`config.mk`:
```
export PLATFORM = sky130hd
export DESIGN_NAME = pico_bram_arbiter_flat
export DESIGN_NICKNAME = d
export VERILOG_FILES = /design/src/rtl/pico_bram_arbiter_if.sv /design/src/rtl/pico_bram_arbiter.sv /design/src/flat_wrapper.sv
export SDC_FILE = /design/constraint.sdc
export NUM_CORES = 1
export LEC_CHECK = 0
export BUFFER_PORTS_ARGS = -buffer_cell sky130_fd_sc_hd__buf_2
export CAP_MARGIN = 15
export CORE_AREA = 2 2 120 122
export DETAILED_ROUTE_END_ITERATION = 8
export DIE_AREA = 0 0 122 124
export PLACE_DENSITY = 0.5
export SLEW_MARGIN = 20
export SYNTH_ARGS = -nofsm -noshare
export SYNTH_HDL_FRONTEND = slang
export SYNTH_SLANG_ARGS = --single-unit
```
`constraint.sdc`:
```
create_clock -name CLK -period 1.2 [get_ports CLK]
set_input_delay 0.18 -clock CLK [delete_from_list [all_inputs] [get_ports CLK]]
set_output_delay 0.18 -clock CLK [all_outputs]
set_load 0.005 [all_outputs]
```
`src/rtl/pico_bram_arbiter_if.sv`:
```
// pico_bram_arbiter_if: one PicoRV32 native-memory requester bundle.
// The requester drives the master side; the arbiter consumes it on the slave side.
interface pico_bram_arbiter_if;
   logic        mem_valid;
   logic [31:0] mem_addr;
   logic [31:0] mem_wdata;
   logic [3:0]  mem_wstrb;
   logic        mem_ready;
   logic [31:0] mem_rdata;

   modport master (
      output mem_valid, mem_addr, mem_wdata, mem_wstrb,
      input  mem_ready, mem_rdata
   );

   modport slave (
      input  mem_valid, mem_addr, mem_wdata, mem_wstrb,
      output mem_ready, mem_rdata
   );
endinterface

```
`src/rtl/pico_bram_arbiter.sv`:
```
// pico_bram_arbiter: shares one single-port BRAM between two PicoRV32 native
// memory requesters. Each access is sequenced IDLE -> ISSUE -> (WAIT) -> RESP,
// so exactly one access is in flight and it occupies C_READ_LATENCY+2 cycles.
// Both masters see BRAM_DOUT on their rdata; only the granted one gets READY.
module pico_bram_arbiter #(
   parameter int C_ADDR_WIDTH   = 32,
   parameter int C_READ_LATENCY = 1,
   parameter int C_FIXED_PRIO   = 0
) (
   input  logic                    CLK,
   input  logic                    RSTN,
   pico_bram_arbiter_if.slave      m0_if,
   pico_bram_arbiter_if.slave      m1_if,
   output logic [C_ADDR_WIDTH-1:0] BRAM_ADDR,
   output logic                    BRAM_CLK,
   output logic [31:0]             BRAM_DIN,
   input  logic [31:0]             BRAM_DOUT,
   output logic                    BRAM_EN,
   output logic [3:0]              BRAM_WE,
   output logic                    BRAM_RST
);

   localparam logic [1:0] S_IDLE  = 2'd0;
   localparam logic [1:0] S_ISSUE = 2'd1;
   localparam logic [1:0] S_WAIT  = 2'd2;
   localparam logic [1:0] S_RESP  = 2'd3;

   // WAIT is entered with the number of extra cycles still owed to the BRAM
   // pipeline; the ISSUE cycle and the transition into RESP cover the other two.
   localparam logic [3:0] CNT_INIT = (C_READ_LATENCY > 1) ? 4'(C_READ_LATENCY - 2) : 4'd0;

   logic [1:0] state_q, state_d;
   logic       grant_q, grant_d;
   logic       last_q,  last_d;
   logic [3:0] cnt_q,   cnt_d;
   logic       pick_s;

   // Arbitration choice for a request seen in IDLE.
   always_comb begin
      if (m0_if.mem_valid && m1_if.mem_valid) begin
         if (C_FIXED_PRIO != 0) begin
            pick_s = 1'b0;
         end else begin
            pick_s = ~last_q;
         end
      end else if (m1_if.mem_valid) begin
         pick_s = 1'b1;
      end else begin
         pick_s = 1'b0;
      end
   end

   // Access sequencer next-state logic.
   always_comb begin
      state_d = state_q;
      grant_d = grant_q;
      last_d  = last_q;
      cnt_d   = cnt_q;
      case (state_q)
         S_IDLE: begin
            if (m0_if.mem_valid || m1_if.mem_valid) begin
               grant_d = pick_s;
               last_d  = pick_s;
               state_d = S_ISSUE;
            end else begin
               state_d = S_IDLE;
            end
         end
         S_ISSUE: begin
            if (C_READ_LATENCY == 1) begin
               state_d = S_RESP;
            end else begin
               cnt_d   = CNT_INIT;
               state_d = S_WAIT;
            end
         end
         S_WAIT: begin
            if (cnt_q == 4'd0) begin
               state_d = S_RESP;
            end else begin
               cnt_d = cnt_q - 4'd1;
            end
         end
         S_RESP: begin
            state_d = S_IDLE;
         end
         default: begin
            state_d = S_IDLE;
         end
      endcase
   end

   // Sequencer registers; reset makes M0 the first round-robin winner.
   always_ff @(posedge CLK) begin
      if (!RSTN) begin
         state_q <= S_IDLE;
         grant_q <= 1'b0;
         last_q  <= 1'b1;
         cnt_q   <= 4'd0;
      end else begin
         state_q <= state_d;
         grant_q <= grant_d;
         last_q  <= last_d;
         cnt_q   <= cnt_d;
      end
   end

   // Strobes are decoded from the state register and held off while in reset.
   assign BRAM_EN   = RSTN && (state_q == S_ISSUE);
   assign BRAM_WE   = BRAM_EN ? (grant_q ? m1_if.mem_wstrb : m0_if.mem_wstrb) : 4'h0;
   assign BRAM_ADDR = grant_q ? m1_if.mem_addr[C_ADDR_WIDTH-1:0] : m0_if.mem_addr[C_ADDR_WIDTH-1:0];
   assign BRAM_DIN  = grant_q ? m1_if.mem_wdata : m0_if.mem_wdata;
   assign BRAM_CLK  = CLK;
   assign BRAM_RST  = ~RSTN;

   assign m0_if.mem_ready = RSTN && (state_q == S_RESP) && !grant_q;
   assign m1_if.mem_ready = RSTN && (state_q == S_RESP) &&  grant_q;
   assign m0_if.mem_rdata = BRAM_DOUT;
   assign m1_if.mem_rdata = BRAM_DOUT;

endmodule

```
`src/flat_wrapper.sv`:
```
// flat-port wrapper written by rule: the top's interface ports become plain ports
module pico_bram_arbiter_flat 
#(
   parameter int C_ADDR_WIDTH   = 32,
   parameter int C_READ_LATENCY = 1,
   parameter int C_FIXED_PRIO   = 0
)
  (CLK, RSTN, BRAM_ADDR, BRAM_CLK, BRAM_DIN, BRAM_DOUT, BRAM_EN, BRAM_WE, BRAM_RST, m0_if_mem_valid, m0_if_mem_addr, m0_if_mem_wdata, m0_if_mem_wstrb, m0_if_mem_ready, m0_if_mem_rdata, m1_if_mem_valid, m1_if_mem_addr, m1_if_mem_wdata, m1_if_mem_wstrb, m1_if_mem_ready, m1_if_mem_rdata);
  pico_bram_arbiter_if m0_if_i ();
  pico_bram_arbiter_if m1_if_i ();
  input  logic CLK;
  input  logic RSTN;
  output logic [C_ADDR_WIDTH-1:0] BRAM_ADDR;
  output logic BRAM_CLK;
  output logic [31:0] BRAM_DIN;
  input  logic [31:0] BRAM_DOUT;
  output logic BRAM_EN;
  output logic [3:0] BRAM_WE;
  output logic BRAM_RST;
  input wire logic [$bits(m0_if_i.mem_valid)-1:0] m0_if_mem_valid;
  input wire logic [$bits(m0_if_i.mem_addr)-1:0] m0_if_mem_addr;
  input wire logic [$bits(m0_if_i.mem_wdata)-1:0] m0_if_mem_wdata;
  input wire logic [$bits(m0_if_i.mem_wstrb)-1:0] m0_if_mem_wstrb;
  output wire logic [$bits(m0_if_i.mem_ready)-1:0] m0_if_mem_ready;
  output wire logic [$bits(m0_if_i.mem_rdata)-1:0] m0_if_mem_rdata;
  input wire logic [$bits(m1_if_i.mem_valid)-1:0] m1_if_mem_valid;
  input wire logic [$bits(m1_if_i.mem_addr)-1:0] m1_if_mem_addr;
  input wire logic [$bits(m1_if_i.mem_wdata)-1:0] m1_if_mem_wdata;
  input wire logic [$bits(m1_if_i.mem_wstrb)-1:0] m1_if_mem_wstrb;
  output wire logic [$bits(m1_if_i.mem_ready)-1:0] m1_if_mem_ready;
  output wire logic [$bits(m1_if_i.mem_rdata)-1:0] m1_if_mem_rdata;
  assign m0_if_i.mem_valid = m0_if_mem_valid;
  assign m0_if_i.mem_addr = m0_if_mem_addr;
  assign m0_if_i.mem_wdata = m0_if_mem_wdata;
  assign m0_if_i.mem_wstrb = m0_if_mem_wstrb;
  assign m0_if_mem_ready = m0_if_i.mem_ready;
  assign m0_if_mem_rdata = m0_if_i.mem_rdata;
  assign m1_if_i.mem_valid = m1_if_mem_valid;
  assign m1_if_i.mem_addr = m1_if_mem_addr;
  assign m1_if_i.mem_wdata = m1_if_mem_wdata;
  assign m1_if_i.mem_wstrb = m1_if_mem_wstrb;
  assign m1_if_mem_ready = m1_if_i.mem_ready;
  assign m1_if_mem_rdata = m1_if_i.mem_rdata;
  pico_bram_arbiter #(.C_ADDR_WIDTH(C_ADDR_WIDTH), .C_READ_LATENCY(C_READ_LATENCY), .C_FIXED_PRIO(C_FIXED_PRIO)) u_core (.CLK(CLK), .RSTN(RSTN), .m0_if(m0_if_i), .m1_if(m1_if_i), .BRAM_ADDR(BRAM_ADDR), .BRAM_CLK(BRAM_CLK), .BRAM_DIN(BRAM_DIN), .BRAM_DOUT(BRAM_DOUT), .BRAM_EN(BRAM_EN), .BRAM_WE(BRAM_WE), .BRAM_RST(BRAM_RST));
endmodule
```
==> impl_metrics.csv, run 1 <==
group,metric,value,unit
outcome,status,"finished, violations left",
outcome,violations,"setup timing",
worst_setup_path,required,1.02,ns
timing,finalSetupViolCount,77,
route,vias_per_cell,3.781,
logic_synthesis,syn_area,1769,um2
global_route,grt_pass1_vias,2117,
pwr,p_seq_share,8.8,%
worst_setup_path,r2r_cells,5,
global_route,grt.overflow.total,0,
route,drt_first_iter_violations,37,
logic_synthesis,synth_seq_cells,8,
logic_synthesis,synth_top_area_share,40.74,%
timing,finalMaxSlewViolations,0,
route,drtPass1Iterations,4,
finish,area_delta_synth_final,97.95,%
timing,hold_violations,0,
placed_design,hpwl,6412,um
pwr,p_leak,1.763,nW
pwr,clockPowerShare,24.3,%
pwr,power_switching,0.001416,W
floorplanning,initial_core_util,12.90,%
global_route,grt_max_degree,14,
route,wire_per_inst,15.96,um
worst_setup_path,cp-startpoint,"u_core.grant_q",
worst_setup_path,r2r-start,"u_core.state_q[0]",
finish,final_cells,552,
route,routed_wl,8810,um
floorplanning,die_w,122,um
finish,drive_gt1_share,90.03,%
route,drcViolationCount,0,
timing,fin_crit_sh,139.4,%
pwr,powerDensity,1307,nW/um2
logic_synthesis,synth.avg_cell_area,8.846,um2
timing,worst_pin_slew,0.2273,ns
global_route,antenna_found_initial,3,
pwr,p_int,0.003161,W
timing,maxSlewHeadroom,84.83,%
logic_synthesis,synth_top_area_cell,"mux2_2",
worst_setup_path,endpoint_kind,"output port",
finish,fin_area,3502,um2
cts,cts_tree,"yes",
floorplanning,rows,43,
logic_synthesis,yosys_warnings,0,
logic_synthesis,postSynthCellCount,200,
worst_setup_path,critical_path.max_fanout,12,
worst_setup_path,crit_end,"BRAM_DIN[23]",
timing,rsz0062_at_grt,"true",
floorplanning,die_h,124,um
worst_setup_path,r2r_end,"u_core.cnt_q[3]",
floorplanning,boundaryPins,309,
pwr,power_frac_comb,67.0,%
worst_setup_path,r2r_slack,-0.15,ns
timing,max_freq,597.7,MHz
timing,setup_tns,-29.70,ns
route,via_count,2087,
worst_hold_path,hp-class,"primary input to register",
pwr,sw_frac_of_total,30.95,%
floorplanning,die_area,15130,um2
placed_design,port_buffers,212,
worst_setup_path,worstSetupPathType,"register to output port",
run,drv_cap,0,
logic_synthesis,synthTopCellsByArea,"mux2_2 (41%), buf_4 (28%), dfxtp_1 (9.1%)",
floorplanning,core,13720,um2
logic_synthesis,yosysSeqAreaShare,9.052,%
cts,clk_latency,0.35,ns
logic_synthesis,yosys.cell_types.count,22,
pwr,ir_drop,1.064,mV
route,drtAntennaViolNets,0,
worst_setup_path,startpoint_type,"register",
worst_setup_path,arrival,1.49,ns
logic_synthesis,syn-num-nets,377,
cts,clk_pin_slew,0.04,ns
timing,period_needed,1.673,ns
timing,setup_ws,-0.4732,ns
placed_design,placed_cell_area,2638,um2
placed_design,dp.cells,527,
finish,layout.nets,549,
global_route,grt_usage,10.14,%
timing,fin_skew,0.001966,ns
placed_design,routabilityCongestion,0.7943,
global_route,grt_pass1_wl,11250,um
[metrics by stage]
stage	hold WS [ns]	power [W]	utilization [%]	setup WS, ns
after floorplan	0.2608	0.001675	-	-0.01429
after global placement	0.2629	0.002310	19.22	-0.09751
after detailed placement	0.2629	0.002337	19.22	-0.1300
after CTS	0.1353	0.004449	24.38	-0.4759
after global routing	0.1683	0.004861	25.53	-0.5116
final	0.1369	0.004577	25.53	-0.4732
[flip-flops by register name, indices dropped and copies added, names as in the netlist]
register	count
u_core.cnt_q	4
u_core.state_q	2
u_core.grant_q	1
u_core.last_q	1
[power groups by stage]
stage	clock [W]	combinational (W)	sequential, W
finish	0.00111	0.00306	0.000401
global route	0.00115	0.00330	0.000411
CTS	0.00114	0.00291	0.000399
detailed placement	0.0000362	0.00191	0.000394
global placement	0.0000362	0.00188	0.000392
floorplan	0.0000540	0.00124	0.000381
[how the worst min path moves through the flow]
stage | from | endpoint | slack, ns | cells after the start
2_1_floorplan | CLK | BRAM_CLK | 0.26 | 1
3_3_place_gp | CLK | BRAM_CLK | 0.26 | 1
3_5_place_dp | CLK | BRAM_CLK | 0.26 | 1
4_1_cts | m1_if_mem_valid | u_core.last_q | 0.14 | 3
5_1_grt | RSTN | u_core.last_q | 0.17 | 2
6_report | m1_if_mem_valid | u_core.last_q | 0.14 | 3
[synthesized netlist by cell type]
cell type / instances
buf_4: 65
mux2_2: 64
nand2_1: 13
buf_2: 9
dfxtp_1: 8
mux2i_1: 8
nor2_1: 7
inv_1: 6
ha_1: 5
nand2b_1: 3
a21oi_1: 1
a32oi_1: 1
and3_1: 1
and4b_1: 1
clkbuf_2: 1
nand3_1: 1
nor2b_1: 1
nor3b_1: 1
o211ai_1: 1
o221ai_1: 1
o31ai_2: 1
or4b_4: 1
[routing by layer]
metal / track usage [%] / up-vias / routed length [um]
li1: - / 960 / -
met1: 10.35 / 937 / 3206
met2: 19.10 / 174 / 4512
met3: 3.846 / 16 / 970
met4: 3.161 / 0 / 121
met5: 0 / - / 0
[cell families (layout without fill, tap and decap cells)]
family	after synthesis	count (layout)	synth area share, %
AND/OR/NAND/NOR	29	29	8.063
buffers and inverters	81	252	31.68
adder cells (fa/ha/maj)	5	5	3.536
other	0	1	0
multiplexers	72	72	45.26
flip-flops	8	8	9.052
AO/OA/AOI/OAI	5	5	2.404
[layout by cell type (no fill, tap or decap), drive strengths merged]
cell type and instances:
buf 238, mux2 64, nand2 13, mux2i 8, clkbuf 8, dfxtp 8
nor2 7, inv 6, ha 5, nand2b 3, diode 1, and3 1
nor3b 1, nor2b 1, o221ai 1, o211ai 1, and4b 1, a21oi 1
a32oi 1, or4b 1, nand3 1, o31ai 1
[timing repair]
action | 4_1_cts | 5_1_grt
cloned | 5 | 1
pin swaps | 2 | 6
endpoints found under the setup margin | 76 | 77
hold buffers | 0 | 0
buffers inserted | 9 | 5
resized for setup | 74 | 35
[worst max-delay path, cell delays in order, from the launching register on]
cell and delay (ns):
dfxtp_4 0.39, buf_4 0.15, buf_16 0.13, mux2_2 0.34, buf_2 0.13
[layout make-up]
cell class              count  area [um2]
repair buffers            238        1638
clock buffers               8       158.9
multi-input cells         111        1281
flip-flops and latches      8       171.4
fillers                  1449       10220
inverters                   6       25.02
diodes                      1       2.502
well taps                 180       225.2
(Power assumes the default switching activity.)
==> inputs of run 2 (changes only) <==
--- a/config.mk
+++ b/config.mk
@@ -8,6 +8,7 @@
 export BUFFER_PORTS_ARGS = -buffer_cell sky130_fd_sc_hd__buf_2
 export CAP_MARGIN = 15
 export CORE_AREA = 2 2 120 122
+export CTS_BUF_LIST = sky130_fd_sc_hd__clkbuf_4 sky130_fd_sc_hd__clkbuf_8 sky130_fd_sc_hd__clkbuf_16
 export DETAILED_ROUTE_END_ITERATION = 8
 export DIE_AREA = 0 0 122 124
 export PLACE_DENSITY = 0.5
==> constraint.sdc (replaced) <==
create_clock -name CLK -period 1.2 [get_ports CLK]
set_input_delay 0.18 -clock CLK [delete_from_list [all_inputs] [get_ports CLK]]
set_output_delay 0.18 -clock CLK [all_outputs]
set_load 0.01 [all_outputs]
==> impl_metrics.csv, run 2 (same netlist as run 1, synthesis figures left out) <==
group,metric,value,unit
outcome,status,"finished, violations left",
outcome,violations,"setup timing",
placed_design,hpwl,6474,um
worst_setup_path,r2r_slack,-0.15,ns
route,vias_per_cell,3.831,
worst_setup_path,worstSetupPathType,"register to output port",
global_route,grt_pass1_vias,1897,
finish,layout_common_cells,"buf_2 (146), buf_6 (71), mux2_4 (58)",
floorplanning,die_h,124,um
timing,rsz0062_at_grt,"true",
worst_setup_path,critical_path.max_fanout,6,
timing,hold-worst-slack,0.1445,ns
timing,worst_pin_slew,0.2179,ns
timing,period_needed,1.666,ns
global_route,grt_pass1_wl,9770,um
floorplanning,die_area,15130,um2
pwr,clockPowerShare,22.2,%
timing,max_freq,600.3,MHz
worst_setup_path,r2r_cells,5,
placed_design,port_buffers,212,
worst_setup_path,required,1.02,ns
worst_setup_path,path_cells,"buf_12 > buf_8 > mux2_2 > buf_6",
floorplanning,core,13720,um2
floorplanning,die_w,122,um
route,drtAntennaViolNets,0,
placed_design,routabilityCongestion,0.7956,
worst_setup_path,r2r_end,"u_core.cnt_q[3]",
pwr,p_seq_share,7.8,%
timing,hold_violations,0,
floorplanning,boundaryPins,309,
pwr,p_int,0.003476,W
worst_hold_path,hp-class,"primary input to register",
route,drcViolationCount,0,
finish,area_delta_synth_final,113.4,%
worst_setup_path,r2r-start,"u_core.state_q[0]",
timing,maxSlewHeadroom,85.46,%
worst_hold_path,min_from,"m1_if_mem_valid",
cts,clk_latency,0.34,ns
pwr,power_frac_comb,70.0,%
finish,fill_cells,1445,
worst_setup_path,max_stage_delay,0.39,ns
floorplanning,initial_core_util,12.90,%
worst_hold_path,holdPathEnd,"u_core.last_q",
worst_setup_path,cp-startpoint,"u_core.grant_q",
finish,layout_commonest_cell,"buf_2",
route,wire_per_inst,16.97,um
floorplanning,rows,43,
worst_setup_path,crit_slowest_cell,"dfxtp_4",
timing,finalSetupViolCount,77,
finish,drive_gt1_share,89.67,%
finish,multi_input_area,1366,um2
cts,clk_pin_slew,0.04,ns
route,drtPass1Iterations,4,
finish,layout.nets,546,
finish,layout.area.seq,171.4,um2
timing,setup_ws,-0.4659,ns
pwr,power_switching,0.001716,W
pwr,p_leak,1.898,nW
global_route,antenna_found_initial,2,
route,routed_wl,9318,um
finish,largest_reg_flops,4,
worst_hold_path,worstHoldPathCells,3,
timing,fin_skew,0.002232,ns
worst_setup_path,arrival,1.49,ns
global_route,grt_max_degree,51,
timing,setup_tns,-28.82,ns
finish,final_cells,549,
timing,finalMaxSlewViolations,0,
route,via_count,2103,
worst_setup_path,crit_family,"buffers and inverters",
placed_design,dp.cells,527,
timing,fin_crit_sh,138.8,%
pwr,powerDensity,1375,nW/um2
worst_setup_path,startpoint_type,"register",
pwr,sw_frac_of_total,33.05,%
global_route,grt_usage,8.718,%
worst_setup_path,endpoint_kind,"output port",
cts,cts_tree,"yes",
finish,regMostFlops,"u_core.cnt_q",
global_route,grt.overflow.total,0,
worst_setup_path,cp_num_buf_inv,3,
route,drt_first_iter_violations,63,
run,drv_cap,0,
pwr,ir_drop,1.404,mV
finish,reg_top3,"u_core.cnt_q x4, u_core.state_q x2",
==> run 2: cell types whose count changed in the layout (fill, tap and decap cells not counted), moves of 3 or more <==
cell	change
buf_2	-32
buf_6	+32
mux2_2	-23
mux2_4	+23
buf_4	-5
buf_16	-3
clkbuf_16	+3
==> run 2: power groups by stage <==
stage	clock network [W]	registers [W]	logic (W)
after floorplan	0.0000687	0.000381	0.00145
after global placement	0.0000504	0.000392	0.00205
after detailed placement	0.0000504	0.000396	0.00207
after CTS	0.00118	0.000397	0.00250
after global routing	0.00120	0.000414	0.00384
final	0.00115	0.000406	0.00363
==> run 2: worst register-to-register path: stages (launching register included) <==
cell     delay [ns]
dfxtp_2        0.32
buf_6          0.11
inv_4          0.06
ha_4           0.14
or4b_4         0.47
o31ai_2        0.17
==> run 2: metal layers <==
layer  vias up  share of wire, %  track usage (%)
met4         0               1.5            2.083
met3        14                11            3.709
met1       961                37            9.091
met5         -                 0                0
li1        958                 -                -
met2       170                51            16.17
==> run 2: how the worst max path moves through the flow <==
| stage | cells past startpoint | end |
|---|---|---|
| floorplan | 5 | u_core.cnt_q[3] |
| global route | 4 | BRAM_DIN[28] |
| global placement | 3 | BRAM_ADDR[25] |
| CTS | 3 | BRAM_ADDR[2] |
| detailed placement | 3 | BRAM_ADDR[25] |
| finish | 4 | BRAM_DIN[28] |
==> run 2: area by class of cell <==
| cell class | count | share of cell area, % |
|---|---|---|
| Antenna cell | 1 | 0.06627 |
| Clock buffer | 8 | 4.307 |
| Inverter | 6 | 0.6627 |
| Multi-Input combinational cell | 111 | 36.18 |
| Sequential cell | 8 | 4.539 |
| Tap cell | 180 | 5.964 |
| Timing Repair Buffer | 235 | 48.28 |
==> run 2: through the flow <==
step / setup slack (ns) / utilization [%] / total power [W] / cell area (um2)
2_1_floorplan: -0.01429 / - / 0.001903 / 1798
3_3_place_gp: -0.1112 / 19.22 / 0.002488 / 2638
3_5_place_dp: -0.1309 / 19.22 / 0.002519 / 2638
4_1_cts: -0.4866 / 21.88 / 0.004078 / 3002
5_1_grt: -0.5038 / 27.52 / 0.005453 / 3776
6_report: -0.4659 / 27.52 / 0.005192 / 3776
==> run 2: timing repair <==
| action | 4_1_cts | 5_1_grt |
|---|---|---|
| resized for setup | 37 | 124 |
| setup buffers | 4 | 4 |
| setup endpoints to repair | 76 | 77 |
| pin swaps | 4 | 4 |
| hold buffers | 0 | 0 |
| cloned | 0 | 7 |
==> inputs of run 3 (changes only) <==
--- a/config.mk
+++ b/config.mk
@@ -11,7 +11,10 @@
 export CTS_BUF_LIST = sky130_fd_sc_hd__clkbuf_4 sky130_fd_sc_hd__clkbuf_8 sky130_fd_sc_hd__clkbuf_16
 export DETAILED_ROUTE_END_ITERATION = 8
 export DIE_AREA = 0 0 122 124
+export GPL_ROUTABILITY_DRIVEN = 0
+export GPL_TIMING_DRIVEN = 0
 export PLACE_DENSITY = 0.5
+export RECOVER_POWER = 100
 export SLEW_MARGIN = 20
 export SYNTH_ARGS = -nofsm -noshare
 export SYNTH_HDL_FRONTEND = slang
==> impl_metrics.csv, run 3 (same netlist as run 1, synthesis figures left out) <==
group,metric,value,unit
timing,fin_crit_sh,137.9,%
worst_setup_path,startpoint_type,"register",
worst_hold_path,hp-class,"primary input to register",
route,met1Wirelength,3662,um
run,drv_cap,0,
finish,reg_top3,"u_core.cnt_q x4, u_core.state_q x2",
route,routed_wl,9430,um
route,drtPass1Iterations,4,
finish,layout_commonest_cell,"buf_2",
global_route,grt.overflow.total,0,
pwr,powerDensity,1163,nW/um2
timing,max_freq,604.4,MHz
worst_setup_path,crit_family,"buffers and inverters",
cts,clk_pin_slew,0.04,ns
placed_design,port_buffers,276,
finish,layout_common_cells,"buf_2 (196), buf_4 (74), clkbuf_1 (64)",
timing,maxSlewHeadroom,84.27,%
cts,cts_tree,"yes",
floorplanning,rows,43,
outcome,violations,"setup timing",
timing,rsz0062_at_grt,"true",
placed_design,placed_cell_area,3405,um2
worst_setup_path,arrival,1.47,ns
finish,fin_area,3949,um2
finish,layout.nets,677,
global_route,grt_pass1_vias,2290,
outcome,status,"finished, violations left",
route,wire_per_inst,13.91,um
floorplanning,die_area,15130,um2
route,top_layer,"met4",
route,wl_met3,677,um
route,wl_met2,5003,um
finish,area_delta_synth_final,123.2,%
floorplanning,initial_core_util,12.90,%
route,vias_per_cell,3.677,
worst_setup_path,worstSetupPathType,"register to output port",
timing,fin_skew,0.002250,ns
cts,cts_hold_buf,0,
finish,fin_util,28.78,%
global_route,grt_pass1_wl,12030,um
worst_setup_path,required,1.02,ns
finish,regMostFlops,"u_core.cnt_q",
worst_setup_path,cp_num_buf_inv,3,
route,drcViolationCount,0,
timing,setup_ws,-0.4546,ns
floorplanning,core,13720,um2
route,drt_first_iter_violations,28,
timing,period_needed,1.655,ns
floorplanning,die_h,124,um
worst_setup_path,path_cells,"buf_12 > buf_8 > mux2_2 > buf_2",
cts,clk_latency,0.35,ns
global_route,grt_max_degree,11,
timing,worst_pin_slew,0.2356,ns
global_route,antenna_found_initial,0,
finish,drive_gt1_share,79.92,%
finish,largest_reg_flops,4,
pwr,ir_drop,1.363,mV
pwr,p_leak,2.010,nW
route,via_count,2493,
floorplanning,die_w,122,um
worst_setup_path,max_stage_delay,0.35,ns
placed_design,hpwl,8012,um
worst_setup_path,critical_path.max_fanout,10,
route,drtAntennaViolNets,0,
worst_setup_path,endpoint_kind,"output port",
timing,hold_violations,0,
floorplanning,boundaryPins,309,
timing,finalSetupViolCount,77,
finish,diodes,0,
worst_setup_path,crit_slowest_cell,"mux2_2",
timing,finalMaxSlewViolations,0,
global_route,grt_usage,10.49,%
-- run 3: cell count changes in the layout (fill, tap and decap cells not counted), sizes merged --
cell    previous run  this run
buf              232       301
clkbuf            11        72
diode              1         0
-- run 3: stage by stage --
step / hold slack, ns / setup slack [ns] / power (W) / TNS [ns] / cells
global route: 0.1597 / -0.5045 / 0.004880 / -34.23 / 678
CTS: 0.1366 / -0.4810 / 0.004484 / -30.84 / 672
global placement: 0.3607 / -0.4060 / 0.002821 / -22.76 / 656
detailed placement: 0.3607 / -0.4067 / 0.002851 / -22.55 / 656
floorplan: 0.2718 / -0.01429 / 0.001903 / -0.01429 / 200
finish: 0.1460 / -0.4546 / 0.004591 / -30.13 / 678
-- run 3: where the power goes --
group	total (W)	switching (W)	internal, W
Sequential	0.000421	0.0000745	0.000346
Combinational	0.00304	0.00129	0.00175
Clock	0.00113	0.000251	0.000879
Total	0.00459	0.00162	0.00297
-- run 3: worst reg2reg max path, cell delays in order (launching register included) --
cell	delay, ns
dfxtp_4	0.36
buf_6	0.10
ha_4	0.13
or4b_4	0.47
o31ai_2	0.17
-- run 3: final timing paths --
| check | startpoint | end | slack, ns | cells after the start |
|---|---|---|---|---|
| max | u_core.grant_q | BRAM_ADDR[21] | -0.45 | 4 |
| min | m1_if_mem_valid | u_core.last_q | 0.15 | 3 |
| max reg2reg | u_core.state_q[1] | u_core.cnt_q[3] | -0.12 | 4 |
| min reg2reg | u_core.last_q | u_core.last_q | 0.50 | 1 |
-- run 3: routing by layer --
layer	track usage (%)	vias up
met5	0	-
met4	2.874	0
met3	1.282	9
met2	19.52	123
met1	12.66	1148
li1	-	1213
-- run 3: area by class of cell --
class	instances	area (um2)
Buffer	74	611.8
Clock buffer	7	155.1
Fill cell	1506	9771
Inverter	6	27.53
Multi-Input combinational cell	111	1197
Sequential cell	8	171.4
Tap cell	180	225.2
Timing Repair Buffer	292	1560
-- run 3: timing repair --
| item | CTS | global route |
|---|---|---|
| pin swaps | 3 | 3 |
| gates resized for setup | 71 | 17 |
| cloned | 0 | 0 |
| buffers inserted | 11 | 7 |
| setup endpoints to repair | 77 | 77 |
